### config.mk
export PLATFORM = sky130hd
export DESIGN_NAME = palette_arbiter_flat
export DESIGN_NICKNAME = d
export VERILOG_FILES = /design/src/rtl/video_pkg.sv /design/src/rtl/palette_arbiter_if.sv /design/src/rtl/palette_cpu_port.sv /design/src/rtl/palette_arbiter.sv /design/src/flat_wrapper.sv
export SDC_FILE = /design/constraint.sdc
export NUM_CORES = 1
export LEC_CHECK = 0
export CORE_MARGIN = 5
export CORE_UTILIZATION = 30
export DETAILED_ROUTE_END_ITERATION = 16
export SLEW_MARGIN = 5
export SYNTH_ARGS = -nofsm -noshare
export SYNTH_HDL_FRONTEND = slang
export SYNTH_SLANG_ARGS = --single-unit
### constraint.sdc
create_clock -name clk -period 1.8 [get_ports clk]
set_clock_uncertainty 0.15 [all_clocks]
set_input_delay 0.18 -clock clk [delete_from_list [all_inputs] [get_ports clk]]
set_output_delay 0.18 -clock clk [all_outputs]
set_load 0.02 [all_outputs]
### src/rtl/video_pkg.sv
// Shared video/palette constants: bus widths, hscale codes, CPU port FSM states.
// Helper rep_mask() turns a scale code into the pixel-repeat counter mask.
package video_pkg;

    localparam int PAL_AW = 8;
    localparam int PAL_DW = 12;
    localparam int LB_AW  = 10;

    localparam logic [1:0] HSCALE_X1 = 2'd0;
    localparam logic [1:0] HSCALE_X2 = 2'd1;
    localparam logic [1:0] HSCALE_X4 = 2'd2;
    localparam logic [1:0] HSCALE_X8 = 2'd3;

    typedef logic [1:0] cpu_state_t;

    localparam cpu_state_t CPU_IDLE   = 2'd0;
    localparam cpu_state_t CPU_PEND   = 2'd1;
    localparam cpu_state_t CPU_RDWAIT = 2'd2;
    localparam cpu_state_t CPU_ACK    = 2'd3;

    function automatic logic [2:0] rep_mask(input logic [1:0] scale);
        logic [2:0] m;
        m = 3'd0;
        unique case (scale)
            HSCALE_X1: m = 3'd0;
            HSCALE_X2: m = 3'd1;
            HSCALE_X4: m = 3'd3;
            HSCALE_X8: m = 3'd7;
            default:   m = 3'd0;
        endcase
        return m;
    endfunction

endpackage

### src/rtl/palette_arbiter_if.sv
// CPU palette access bus.
// master: cpu_req/cpu_we/cpu_addr/cpu_wdata out, cpu_ack/cpu_rdata in; slave mirrors.
interface palette_arbiter_if;
    import video_pkg::*;

    logic              cpu_req;
    logic              cpu_we;
    logic [PAL_AW-1:0] cpu_addr;
    logic [PAL_DW-1:0] cpu_wdata;
    logic              cpu_ack;
    logic [PAL_DW-1:0] cpu_rdata;

    modport master (
        output cpu_req, cpu_we, cpu_addr, cpu_wdata,
        input  cpu_ack, cpu_rdata
    );

    modport slave (
        input  cpu_req, cpu_we, cpu_addr, cpu_wdata,
        output cpu_ack, cpu_rdata
    );

endinterface

### src/rtl/palette_cpu_port.sv
// CPU-side palette handshake FSM: latches a request, waits for a free port.
// Ports: clk, rst_n, port_free, pal_rdata, cpu (slave), drv_* port request.
module palette_cpu_port
    import video_pkg::*;
(
    input  logic              clk,
    input  logic              rst_n,
    input  logic              port_free,
    input  logic [PAL_DW-1:0] pal_rdata,
    palette_arbiter_if.slave  cpu,
    output logic              drv_en,
    output logic              drv_we,
    output logic [PAL_AW-1:0] drv_addr,
    output logic [PAL_DW-1:0] drv_wdata
);

    cpu_state_t        state_q, state_d;
    logic              we_q, we_d;
    logic [PAL_AW-1:0] addr_q, addr_d;
    logic [PAL_DW-1:0] wdata_q, wdata_d;
    logic [PAL_DW-1:0] rdata_q, rdata_d;

    always_comb begin
        state_d = state_q;
        we_d    = we_q;
        addr_d  = addr_q;
        wdata_d = wdata_q;
        rdata_d = rdata_q;
        drv_en  = 1'b0;
        unique case (state_q)
            CPU_IDLE: begin
                if (cpu.cpu_req) begin
                    we_d    = cpu.cpu_we;
                    addr_d  = cpu.cpu_addr;
                    wdata_d = cpu.cpu_wdata;
                    state_d = CPU_PEND;
                end
            end
            CPU_PEND: begin
                if (port_free) begin
                    drv_en  = 1'b1;
                    state_d = we_q ? CPU_ACK : CPU_RDWAIT;
                end
            end
            CPU_RDWAIT: begin
                rdata_d = pal_rdata;
                state_d = CPU_ACK;
            end
            CPU_ACK: state_d = CPU_IDLE;
            default: state_d = CPU_IDLE;
        endcase
    end

    assign drv_we        = drv_en & we_q;
    assign drv_addr      = addr_q;
    assign drv_wdata     = wdata_q;
    assign cpu.cpu_ack   = (state_q == CPU_ACK);
    assign cpu.cpu_rdata = rdata_q;

    always_ff @(posedge clk or negedge rst_n) begin
        if (!rst_n) begin
            state_q <= CPU_IDLE;
            we_q    <= 1'b0;
            addr_q  <= '0;
            wdata_q <= '0;
            rdata_q <= '0;
        end else begin
            state_q <= state_d;
            we_q    <= we_d;
            addr_q  <= addr_d;
            wdata_q <= wdata_d;
            rdata_q <= rdata_d;
        end
    end

endmodule

### src/rtl/palette_arbiter.sv
// Video palette lookup pipeline sharing one palette RAM port with the CPU.
// Ports: clk, rst_n, vid_* timing, linebuf_*, pal_* RAM port, rgb out, cpu bus.
module palette_arbiter
    import video_pkg::*;
(
    input  logic              clk,
    input  logic              rst_n,
    input  logic              vid_next_line,
    input  logic              vid_next_pixel,
    input  logic [1:0]        vid_hscale,
    output logic [LB_AW-1:0]  linebuf_addr,
    input  logic [PAL_AW-1:0] linebuf_data,
    output logic [PAL_AW-1:0] pal_addr,
    output logic              pal_wr,
    output logic [PAL_DW-1:0] pal_wdata,
    input  logic [PAL_DW-1:0] pal_rdata,
    output logic [PAL_DW-1:0] palette_rgb_data,
    palette_arbiter_if.slave  cpu
);

    logic [1:0]        scale_q, scale_d;
    logic [2:0]        rep_q, rep_d;
    logic [LB_AW-1:0]  lb_addr_q, lb_addr_d;
    logic              fetch1_q, fetch1_d;
    logic              fetch2_q, fetch2_d;
    logic              pix1_q, pix1_d;
    logic              pix2_q, pix2_d;
    logic [PAL_DW-1:0] colour_q, colour_d;
    logic [PAL_DW-1:0] rgb_q, rgb_d;
    logic [PAL_AW-1:0] pal_addr_q, pal_addr_d;

    logic [1:0]        scale_cur;
    logic [2:0]        rep_cur, rep_nxt;
    logic [LB_AW-1:0]  addr_cur;
    logic              fetch;
    logic              port_free;
    logic              drv_en, drv_we;
    logic [PAL_AW-1:0] drv_addr;

    // A line restart takes effect in its own cycle so a coincident
    // pixel already fetches address 0 at the new scale.
    always_comb begin
        scale_cur = vid_next_line ? vid_hscale : scale_q;
        rep_cur   = vid_next_line ? 3'd0 : rep_q;
        addr_cur  = vid_next_line ? '0 : lb_addr_q;
        fetch     = vid_next_pixel && (rep_cur == 3'd0);
        rep_nxt   = (rep_cur + 3'd1) & rep_mask(scale_cur);
        scale_d   = scale_cur;
        rep_d     = rep_cur;
        lb_addr_d = addr_cur;
        if (vid_next_pixel) begin
            rep_d = rep_nxt;
            if (rep_nxt == 3'd0) begin
                lb_addr_d = addr_cur + 10'd1;
            end
        end
    end

    assign linebuf_addr = addr_cur;

    // t+1 owns the port, t+2 sees RAM data, t+3 shows the registered pixel.
    always_comb begin
        fetch1_d = fetch;
        pix1_d   = vid_next_pixel;
        fetch2_d = fetch1_q;
        pix2_d   = pix1_q;
        colour_d = fetch2_q ? pal_rdata : colour_q;
        rgb_d    = pix2_q ? colour_d : '0;
    end

    assign port_free = !fetch1_q;

    palette_cpu_port u_cpu_port (
        .clk       (clk),
        .rst_n     (rst_n),
        .port_free (port_free),
        .pal_rdata (pal_rdata),
        .cpu       (cpu),
        .drv_en    (drv_en),
        .drv_we    (drv_we),
        .drv_addr  (drv_addr),
        .drv_wdata (pal_wdata)
    );

    always_comb begin
        pal_addr = pal_addr_q;
        pal_wr   = 1'b0;
        if (fetch1_q) begin
            pal_addr = linebuf_data;
        end else if (drv_en) begin
            pal_addr = drv_addr;
            pal_wr   = drv_we;
        end
        pal_addr_d = pal_addr;
    end

    assign palette_rgb_data = rgb_q;

    always_ff @(posedge clk or negedge rst_n) begin
        if (!rst_n) begin
            scale_q    <= HSCALE_X1;
            rep_q      <= 3'd0;
            lb_addr_q  <= '0;
            fetch1_q   <= 1'b0;
            fetch2_q   <= 1'b0;
            pix1_q     <= 1'b0;
            pix2_q     <= 1'b0;
            colour_q   <= '0;
            rgb_q      <= '0;
            pal_addr_q <= '0;
        end else begin
            scale_q    <= scale_d;
            rep_q      <= rep_d;
            lb_addr_q  <= lb_addr_d;
            fetch1_q   <= fetch1_d;
            fetch2_q   <= fetch2_d;
            pix1_q     <= pix1_d;
            pix2_q     <= pix2_d;
            colour_q   <= colour_d;
            rgb_q      <= rgb_d;
            pal_addr_q <= pal_addr_d;
        end
    end

endmodule

### src/flat_wrapper.sv
// flat-port wrapper written by rule: the top's interface ports become plain ports
module palette_arbiter_flat import video_pkg::*;
  (clk, rst_n, vid_next_line, vid_next_pixel, vid_hscale, linebuf_addr, linebuf_data, pal_addr, pal_wr, pal_wdata, pal_rdata, palette_rgb_data, cpu_cpu_req, cpu_cpu_we, cpu_cpu_addr, cpu_cpu_wdata, cpu_cpu_ack, cpu_cpu_rdata);
  palette_arbiter_if cpu_i ();
  input  logic clk;
  input  logic rst_n;
  input  logic vid_next_line;
  input  logic vid_next_pixel;
  input  logic [1:0] vid_hscale;
  output logic [LB_AW-1:0] linebuf_addr;
  input  logic [PAL_AW-1:0] linebuf_data;
  output logic [PAL_AW-1:0] pal_addr;
  output logic pal_wr;
  output logic [PAL_DW-1:0] pal_wdata;
  input  logic [PAL_DW-1:0] pal_rdata;
  output logic [PAL_DW-1:0] palette_rgb_data;
  input wire logic [$bits(cpu_i.cpu_req)-1:0] cpu_cpu_req;
  input wire logic [$bits(cpu_i.cpu_we)-1:0] cpu_cpu_we;
  input wire logic [$bits(cpu_i.cpu_addr)-1:0] cpu_cpu_addr;
  input wire logic [$bits(cpu_i.cpu_wdata)-1:0] cpu_cpu_wdata;
  output wire logic [$bits(cpu_i.cpu_ack)-1:0] cpu_cpu_ack;
  output wire logic [$bits(cpu_i.cpu_rdata)-1:0] cpu_cpu_rdata;
  assign cpu_i.cpu_req = cpu_cpu_req;
  assign cpu_i.cpu_we = cpu_cpu_we;
  assign cpu_i.cpu_addr = cpu_cpu_addr;
  assign cpu_i.cpu_wdata = cpu_cpu_wdata;
  assign cpu_cpu_ack = cpu_i.cpu_ack;
  assign cpu_cpu_rdata = cpu_i.cpu_rdata;
  palette_arbiter u_core (.clk(clk), .rst_n(rst_n), .vid_next_line(vid_next_line), .vid_next_pixel(vid_next_pixel), .vid_hscale(vid_hscale), .linebuf_addr(linebuf_addr), .linebuf_data(linebuf_data), .pal_addr(pal_addr), .pal_wr(pal_wr), .pal_wdata(pal_wdata), .pal_rdata(pal_rdata), .palette_rgb_data(palette_rgb_data), .cpu(cpu_i));
endmodule
Word-level counts from Yosys, hierarchy flattened --
Cells that the tools add are included.
Storage, ports and cells: ROM bits 0, logic and storage cells 53, memory bits (writable) 0, bits in registers 86, bits in latches 0, memories 0
Cells by class: div/mod/pow operators 0, magnitude comparators 0, bitwise logic cells 2, multiplexer cells 19, multiply operators 0, shift operators 0, $add $sub $neg 2, reductions and logical operators 7, eq/ne operators 8
Operators by type and width (count):
- $mux 10 | 3
- $mux 12 | 2
- $mux 8 | 2
- $pmux 3 s4 | 1
- $add 10x1->10 const B | 1
- $eq 2x2->1 const B | 4
- $pmux 2 s4 | 1
- $logic_not 3->1 | 2
- $mux 2 | 3
- $mux 3 | 2
- $mux 1 | 5
- $eq 2x1->1 const B | 2
- $logic_not 2->1 | 2
- $ne 2x2->1 const B | 2
- $reduce_and 2->1 | 2
- $add 3x1->3 const B | 1
- $and 3x3->3 | 1
- $and 1x1->1 | 1
- $logic_and 1x1->1 | 1

Longest topological paths before layout --
Gate-level depths: netlist (run 1).
word-level depth 7, gate-level depth with buffers 9, mapped depth without buffers 8

Hierarchy --
From an unflattened synthesis (run 1), not the netlist that was laid out.
Second synthesis, totals: cells, all modules 267, area, all modules 3688.5 sq um
By module, submodules not included:
- palette_arbiter | cells each 178, area an instance 2194.6 sq um, times used 1
- palette_cpu_port | cells each 89, area an instance 1493.9 sq um, times used 1

Worst setup path before layout (run 1) --
Ideal clock, no wire load.
kind reg-to-reg, from register u_core.u_cpu_port.state_q[1], to register u_core.pal_addr_q[6], arrival 1.694 ns, data required time 1.464 ns, slack -0.230 ns, stages on the path, launching flop included 6, clock period less this slack 2.030 ns, path buffers 1, path through dfrtp_1 inv_1 ha_1 clkbuf_1 mux2i_1 o21ai_0
On the way: cells in the longest elaborated chain, start to end 4
Ends and longest elaborated chain:
- start, declared | RTL line palette_cpu_port.sv:17 | cpu_state_t state_q, state_d;
- start signal, assigned | RTL line palette_cpu_port.sv:68 | state_q <= state_d;
- $eq 2x1->1 | RTL line palette_cpu_port.sv:30 | unique case (state_q)
- $mux 1 | RTL line palette_cpu_port.sv:30
- $mux 8 | RTL line palette_arbiter.sv:90 | end else if (drv_en) begin
- $mux 8 | RTL line palette_arbiter.sv:88 | if (fetch1_q) begin
- via pal_addr[6] | RTL line flat_wrapper.sv:12 | output logic [PAL_AW-1:0] pal_addr;
- end signal, assigned | RTL line palette_arbiter.sv:121 | pal_addr_q <= pal_addr_d;
- end, declared | RTL line palette_arbiter.sv:30 | logic [PAL_AW-1:0] pal_addr_q, pal_addr_d;
The timed path passes the listed nets, and every way through them passes these cells. A chain may end at the register's enable or synchronous reset.

Worst setup path after layout (run 1) --
from register u_core.rep_q[1], to register u_core.lb_addr_q[1]
On the way: cells in the longest elaborated chain, start to end 6
Ends and longest elaborated chain:
- start, declared | RTL line palette_arbiter.sv:22 | logic [2:0] rep_q, rep_d;
- start signal, assigned | RTL line palette_arbiter.sv:113 | rep_q <= rep_d;
- $mux 3 | RTL line palette_arbiter.sv:44 | rep_cur = vid_next_line ? 3'd0 : rep_q;
- $add 3x1->3 | RTL line palette_arbiter.sv:47 | rep_nxt = (rep_cur + 3'd1) & rep_mask(scale_cur);
- $and 3x3->3 | RTL line palette_arbiter.sv:47
- $logic_not 3->1 | RTL line palette_arbiter.sv:53 | if (rep_nxt == 3'd0) begin
- $mux 10 | RTL line palette_arbiter.sv:53
- $mux 10 | RTL line palette_arbiter.sv:51 | if (vid_next_pixel) begin
- via u_core.lb_addr_d[1] | RTL line palette_arbiter.sv:23 | logic [LB_AW-1:0] lb_addr_q, lb_addr_d;
- end signal, assigned | RTL line palette_arbiter.sv:114 | lb_addr_q <= lb_addr_d;
- end, declared | RTL line palette_arbiter.sv:23
The timed path passes the listed nets, and every way through them passes these cells.

==> impl_metrics.csv, run 1 <==
group,metric,value,unit
outcome,status,"complete, but fails checks",
outcome,violations,"negative setup slack",
route,viasPerCell,4.47,
timing,period_share,109,%
critical_path,cpLargestDelayFamily,"compound AO/OA/AOI/OAI gates",
synthesis,yosysSeqAreaShare,61.8,%
place,finalWeightedCongestion,0.780,
die,die_x,118,µm
pwr,p_per_area,1440,nW/µm²
pwr,p_seq_share,34.6,%
critical_path,critPathArrivalTime,2.04,ns
die,core-area,11400,µm²
die,io_pins,104,
clock_tree,clk_latency,0.34,ns
layout,drive_above_1_share,36.4,%
global_routing,overflow,0,
clock_tree,cts_max_level,3,
route,drc,0,
critical_path,worstPathRequired,1.88,ns
global_routing,grt_pass1_vias,2702,
synthesis,synth.avg_cell_area,13.5,µm²
synthesis,synth_cells,257,
timing,slew_violations,0,
clock_tree,cts.clk_slew.worst_paths,0.06,ns
critical_path,crit_path_end_kind,"register",
pwr,combPwrFrac,43.6,%
timing,worst_slack,-0.162,ns
global_routing,antenna_found_initial,0,
global_routing,grt_start_max_net_pins,46,
critical_path,worstPathCellList,"nor2b_4 -> buf_6 -> ha_4 -> xnor2_4 -> a2111o_1 -> mux2_4",
place,dpl.hpwl,5730,µm
pwr,power,8.15,mW
min_path,hold_path.class,"primary input to async pin",
layout,diodes,0,
route,drt_iter0_markers,67,
layout,area_growth,62.9,%
global_routing,track_usage,12.2,%
clock_tree,cts_made_buffers,9,
critical_path,path_class,"register to register",
synthesis,yosysWarnings,0,
critical_path,critPathLaunchType,"register",
die,initial_core_util,30.6,%
timing,maxClockFrequency,510,MHz
route,wl,8530,µm
critical_path,cp_num_buf_inv,1,
pwr,sw_frac_of_total,31.1,%
timing,rsz0062_at_grt,"yes",
timing,setup_viol,15,
die,die_h,118,µm
synthesis,syn_nets,313,
critical_path,crit_fanout,5,
pwr,internal_power,5.61,mW
timing,layout_min_cycle_time,1.96,ns
route,ant_nets,0,
run,cap_violations,0,
timing,hold_violations,0,
route,drtPass1Iterations,4,
pwr,p_leak,2.56,nW
critical_path,cp_slowest_cell,"a2111o_1",
clock_tree,cts-root-buf,"clkbuf_16",
synthesis,synth_area,3480,µm²
place,numPortBuffers,103,
global_routing,grt_pass1_wl,13600,µm
die,rows,39,
synthesis,yosysUniqueCellTypes,31,
layout,nets,469,
timing,worstMarginPinSlew,0.372,ns
route,vias,2507,
pwr,clockPowerShare,21.8,%
clock_tree,cts.sinks,86,
critical_path,cp_slowest_stage_delay,0.45,ns
pwr,ir_drop,0.684,mV
timing,fin_tns_setup,-1.50,ns
die,dieArea,13900,µm²
clock_tree,cts_tree,"done",
pwr,netSwitchingPower,2.53,mW
synthesis,synth-seq-cells,86,
timing,maxSlewHeadroom,75.2,%
clock_tree,cts_buffer_depth,2,
route,wl_per_cell,15.2,µm
[metal layers]
| layer | track usage [%] | up-vias | share of wire (%) |
|---|---|---|---|
| met5 | 0 | - | 0 |
| met4 | 5.23 | 0 | 2.2 |
| met3 | 4.57 | 14 | 4.5 |
| met2 | 20.5 | 53 | 51 |
| met1 | 13.9 | 1247 | 42 |
| li1 | - | 1193 | - |
[timing repair]
action	in CTS	in global routing
endpoints found under the hold margin	86	0
setup endpoints to repair	30	40
hold buffers	1	0
resized for setup	68	37
pin swaps	13	15
buffers inserted	9	5
cloned	1	2
[Yosys cell counts]
cell	number	area [µm²]
xnor2_1	7	61.3
nand4_1	2	12.5
and2b_1	1	7.51
a32oi_1	1	8.76
inv_1	6	22.5
and3_1	3	18.8
a22oi_1	1	7.51
nand2b_1	2	12.5
xor2_1	3	26.3
nand3_1	6	30.0
ha_1	8	100
o22a_1	1	8.76
nand2_1	16	60.1
and2_4	1	8.76
dfrtp_1	86	2150
and4_1	1	8.76
and2_1	12	75.1
a211oi_1	1	7.51
o311ai_0	1	8.76
buf_2	1	5.00
buf_4	1	7.51
a2111o_1	1	11.3
mux2i_1	8	80.1
o21ai_0	14	70.1
nor2b_1	10	62.6
mux2_2	46	518
buf_1	2	7.51
clkbuf_1	6	22.5
mux2_4	2	30.0
nor3_1	1	5.00
nor2_1	6	22.5
[placed cells by master (no fill, tap or decap), types with 3 or more instances in the layout]
cell type and n:
xnor2_1 5, clkdlybuf4s50_1 81, clkinv_2 4, and2_1 12, ha_4 4, buf_4 48
buf_12 5, mux2_2 39, buf_6 5, nor2b_1 8, mux2i_1 5, nor2_1 5
clkbuf_16 11, dfrtp_1 86, o21ai_2 3, mux2_4 9, ha_1 4, nand2_1 12
inv_2 3, nand3_1 4, dlygate4sd2_1 12, o21ai_0 6, mux2i_4 3, xor2_1 3
o21ai_1 5, and3_1 3
[state kept, by name, indices dropped and copies added, names as in the netlist]
register,count
u_core.fetch1_q,1
u_core.fetch2_q,1
u_core.rep_q,3
u_core.pix2_q,1
u_core.pix1_q,1
u_core.colour_q,12
u_core.lb_addr_q,10
u_core.u_cpu_port.cpu.cpu_rdata,12
u_core.scale_q,2
u_core.u_cpu_port.state_q,2
u_core.u_cpu_port.we_q,1
u_core.palette_rgb_data,12
u_core.pal_addr_q,8
u_core.u_cpu_port.drv_wdata,12
u_core.u_cpu_port.drv_addr,8
[cell type report]
cell class / instances / area [µm²]
clock buffer: 11 / 233
clock inverter: 5 / 50.0
fill: 1051 / 5700
inverter: 6 / 26.3
multi-input combinational: 155 / 1510
sequential: 86 / 2150
tap: 143 / 179
timing repair buffer: 155 / 1520
[power by group through the flow]
| stage | combinational [mW] | sequential, mW | clock [mW] |
|---|---|---|---|
| floorplan | 1.17 | 3.15 | 0 |
| global placement | 2.96 | 2.77 | 0 |
| detailed placement | 3.00 | 2.80 | 0 |
| CTS | 3.13 | 2.77 | 1.85 |
| global route | 3.78 | 2.89 | 1.94 |
| finish | 3.55 | 2.82 | 1.78 |
[worst reg2reg max path, stage by stage (launching register included)]
cell and delay (ns):
dfrtp_1 0.37, nor2b_4 0.13, buf_6 0.11, ha_4 0.17, xnor2_4 0.15, a2111o_1 0.45
mux2_4 0.32
[kinds of logic after synthesis]
family / share of synthesized area, %
simple gates: 9.31
buf+inv: 1.87
xor+xnor: 2.52
mux: 18.1
fa+ha+maj: 2.88
flops: 61.8
compound gates: 3.52
[final timing paths]
| path | start | endpoint | slack, ns | cells after the start |
|---|---|---|---|---|
| hold reg to reg | u_core.pix1_q$_DFF_PN0_ | u_core.pix2_q$_DFF_PN0_ | 0.20 | 0 |
| max in group asynchronous | rst_n | u_core.lb_addr_q[7]$_DFF_PN0_ | 0.78 | 3 |
| setup reg to reg | u_core.rep_q[1]$_DFF_PN0_ | u_core.lb_addr_q[1]$_DFF_PN0_ | -0.16 | 6 |
| hold / removal | rst_n | u_core.u_cpu_port.cpu.cpu_rdata[11]$_DFFE_PN0N_ | 0.15 | 2 |
| setup / recovery | u_core.rep_q[1]$_DFF_PN0_ | u_core.lb_addr_q[1]$_DFF_PN0_ | -0.16 | 6 |
| min in group clk | vid_next_line | u_core.scale_q[1]$_DFF_PN0_ | 0.19 | 2 |
[per-stage QoR]
stage | worst slack (ns) | hold WS (ns) | instance area, µm² | util (%) | cells
2_1_floorplan | -0.0944 | -0.266 | 3520 | - | 257
4_1_cts | -0.181 | 0.156 | 5430 | 47.7 | 556
3_5_place_dp | -0.613 | -0.0569 | 5010 | 44.1 | 529
6_report | -0.162 | 0.154 | 5670 | 49.9 | 561
5_1_grt | -0.218 | 0.168 | 5670 | 49.9 | 561
3_3_place_gp | -0.585 | -0.0582 | 5010 | 44.1 | 529
Power figures use the tool's default switching activity.
==> run 2, diff against run 1 <==
CELL_PAD_IN_SITES_DETAIL_PLACEMENT = 1   (was unset)
CELL_PAD_IN_SITES_GLOBAL_PLACEMENT = 2   (was unset)
CORE_UTILIZATION = 28   (was 30)
PLACE_DENSITY_LB_ADDON = 0.1   (was unset)
==> impl_metrics.csv, run 2 (same netlist as run 1, synthesis figures left out) <==
group,metric,value,unit
outcome,violations,"negative setup slack",
critical_path,path_class,"register to register",
critical_path,worstPathRequired,1.87,ns
clock_tree,cts_made_buffers,9,
timing,layout_min_cycle_time,1.98,ns
route,vias,2533,
critical_path,cpLargestDelayFamily,"compound AO/OA/AOI/OAI gates",
timing,fin_tns_setup,-1.21,ns
timing,worstMarginPinSlew,0.362,ns
clock_tree,cts_max_level,3,
route,drtPass1Iterations,4,
clock_tree,cts.clk_slew.worst_paths,0.06,ns
layout,fin_area,5540,µm²
route,ant_nets,0,
route,drt_iter0_markers,64,
critical_path,cp_num_buf_inv,1,
layout,drive_above_1_share,34.5,%
critical_path,critPathArrivalTime,2.05,ns
critical_path,crit_fanout,5,
place,placedInstanceArea,5060,µm²
die,die_x,121,µm
route,drc,0,
timing,setup_viol,17,
global_routing,grt_pass1_vias,2818,
timing,period_share,110,%
clock_tree,cts.sinks,86,
place,dp.cells,558,
global_routing,grt_start_max_net_pins,44,
outcome,status,"complete, but fails checks",
timing,hold_violations,0,
pwr,ir_drop,0.507,mV
clock_tree,cts_buffer_depth,2,
layout,diodes,0,
pwr,p_per_area,1410,nW/µm²
pwr,p_leak,2.50,nW
global_routing,track_usage,12.3,%
die,dieArea,14800,µm²
route,viasPerCell,4.31,
clock_tree,clk_latency,0.34,ns
die,core-area,12100,µm²
timing,slew_violations,0,
critical_path,cp_slowest_stage_delay,0.44,ns
timing,maxSlewHeadroom,75.9,%
die,io_pins,104,
layout,mostFrequentLayoutCell,"dfrtp_1",
min_path,hold_path.class,"primary input to async pin",
place,dp_slack,-0.569,ns
timing,worst_slack,-0.175,ns
critical_path,crit_path_end_kind,"register",
global_routing,overflow,0,
critical_path,cp_slowest_cell,"a2111o_1",
clock_tree,cts-root-buf,"clkbuf_16",
timing,maxClockFrequency,506,MHz
layout,final_cell_mix,"86 x dfrtp_1, 81 x clkdlybuf4s50_1, 53 x buf_4",
run,cap_violations,0,
die,initial_core_util,28.7,%
clock_tree,cts_tree,"done",
place,finalWeightedCongestion,0.741,
global_routing,grt_pass1_wl,14200,µm
timing,rsz0062_at_grt,"yes",
layout,fillers,1311,
place,dpl.hpwl,6150,µm
layout,area_growth,59.2,%
global_routing,antenna_found_initial,0,
die,rows,40,
route,wl,8780,µm
die,die_h,121,µm
critical_path,critPathLaunchType,"register",
route,wl_per_cell,14.9,µm
place,numPortBuffers,103,
layout,final_cells,588,
critical_path,worstPathCellList,"nand2b_1 -> buf_4 -> ha_4 -> and2_4 -> a2111o_1 -> mux2_4",
layout,nets,471,
run 2: cell types whose count changed in the layout (fill, tap and decap cells not counted), sizes merged:
cell	delta
buf	+2
clkinv	-2
clkinvlp	+2
dlygate4sd2	-1
inv	+1
run 2: final cells by class:
| class | instances | area (µm²) | share of cell area (%) |
|---|---|---|---|
| Timing Repair Buffer | 157 | 1490 | 26.9 |
| Inverter | 6 | 22.5 | 0.407 |
| Sequential cell | 86 | 2150 | 38.9 |
| Tap cell | 168 | 210 | 3.79 |
| Multi-Input combinational cell | 155 | 1370 | 24.7 |
| Clock inverter | 6 | 62.6 | 1.13 |
| Clock buffer | 10 | 229 | 4.13 |
run 2: repair_timing:
item	4_1_cts	5_1_grt
hold endpoints to repair	75	0
setup buffers	7	5
pin swaps	11	12
hold buffers	1	0
resized for setup	64	14
cloned	0	2
setup endpoints to repair	30	42
run 2: through the flow:
| step | hold slack, ns | util, % | power [mW] |
|---|---|---|---|
| final | 0.125 | 45.7 | 7.83 |
| after global routing | 0.164 | 45.7 | 8.30 |
| after CTS | 0.125 | 44.7 | 7.78 |
| after detailed placement | -0.0410 | 41.8 | 5.84 |
| after global placement | -0.0405 | 41.8 | 5.78 |
| after floorplan | -0.266 | - | 4.32 |
run 2: final timing paths:
kind	startpoint	endpoint	slack, ns	cells after the start
min	rst_n	u_core.palette_rgb_data[4]$_DFF_PN0_	0.12	2
min in group clk	u_core.pix1_q$_DFF_PN0_	u_core.pix2_q$_DFF_PN0_	0.20	0
max	u_core.rep_q[0]$_DFF_PN0_	u_core.lb_addr_q[1]$_DFF_PN0_	-0.18	6
max in group asynchronous	rst_n	u_core.pal_addr_q[5]$_DFF_PN0_	0.76	3
max reg2reg	u_core.rep_q[0]$_DFF_PN0_	u_core.lb_addr_q[1]$_DFF_PN0_	-0.18	6
min reg2reg	u_core.pix1_q$_DFF_PN0_	u_core.pix2_q$_DFF_PN0_	0.20	0
run 2: layer usage:
metal	track usage (%)	wire, µm	up-vias
met5	0	0	-
met4	6.30	183	0
met3	2.89	375	13
met2	20.0	4310	52
met1	15.2	3910	1275
li1	-	-	1193
run 2: where the power goes:
group | switching, mW | internal, mW | total, mW
logic | 1.41 | 1.81 | 3.21
registers | 0.256 | 2.52 | 2.77
clock network | 0.769 | 1.07 | 1.84
total | 2.43 | 5.39 | 7.83
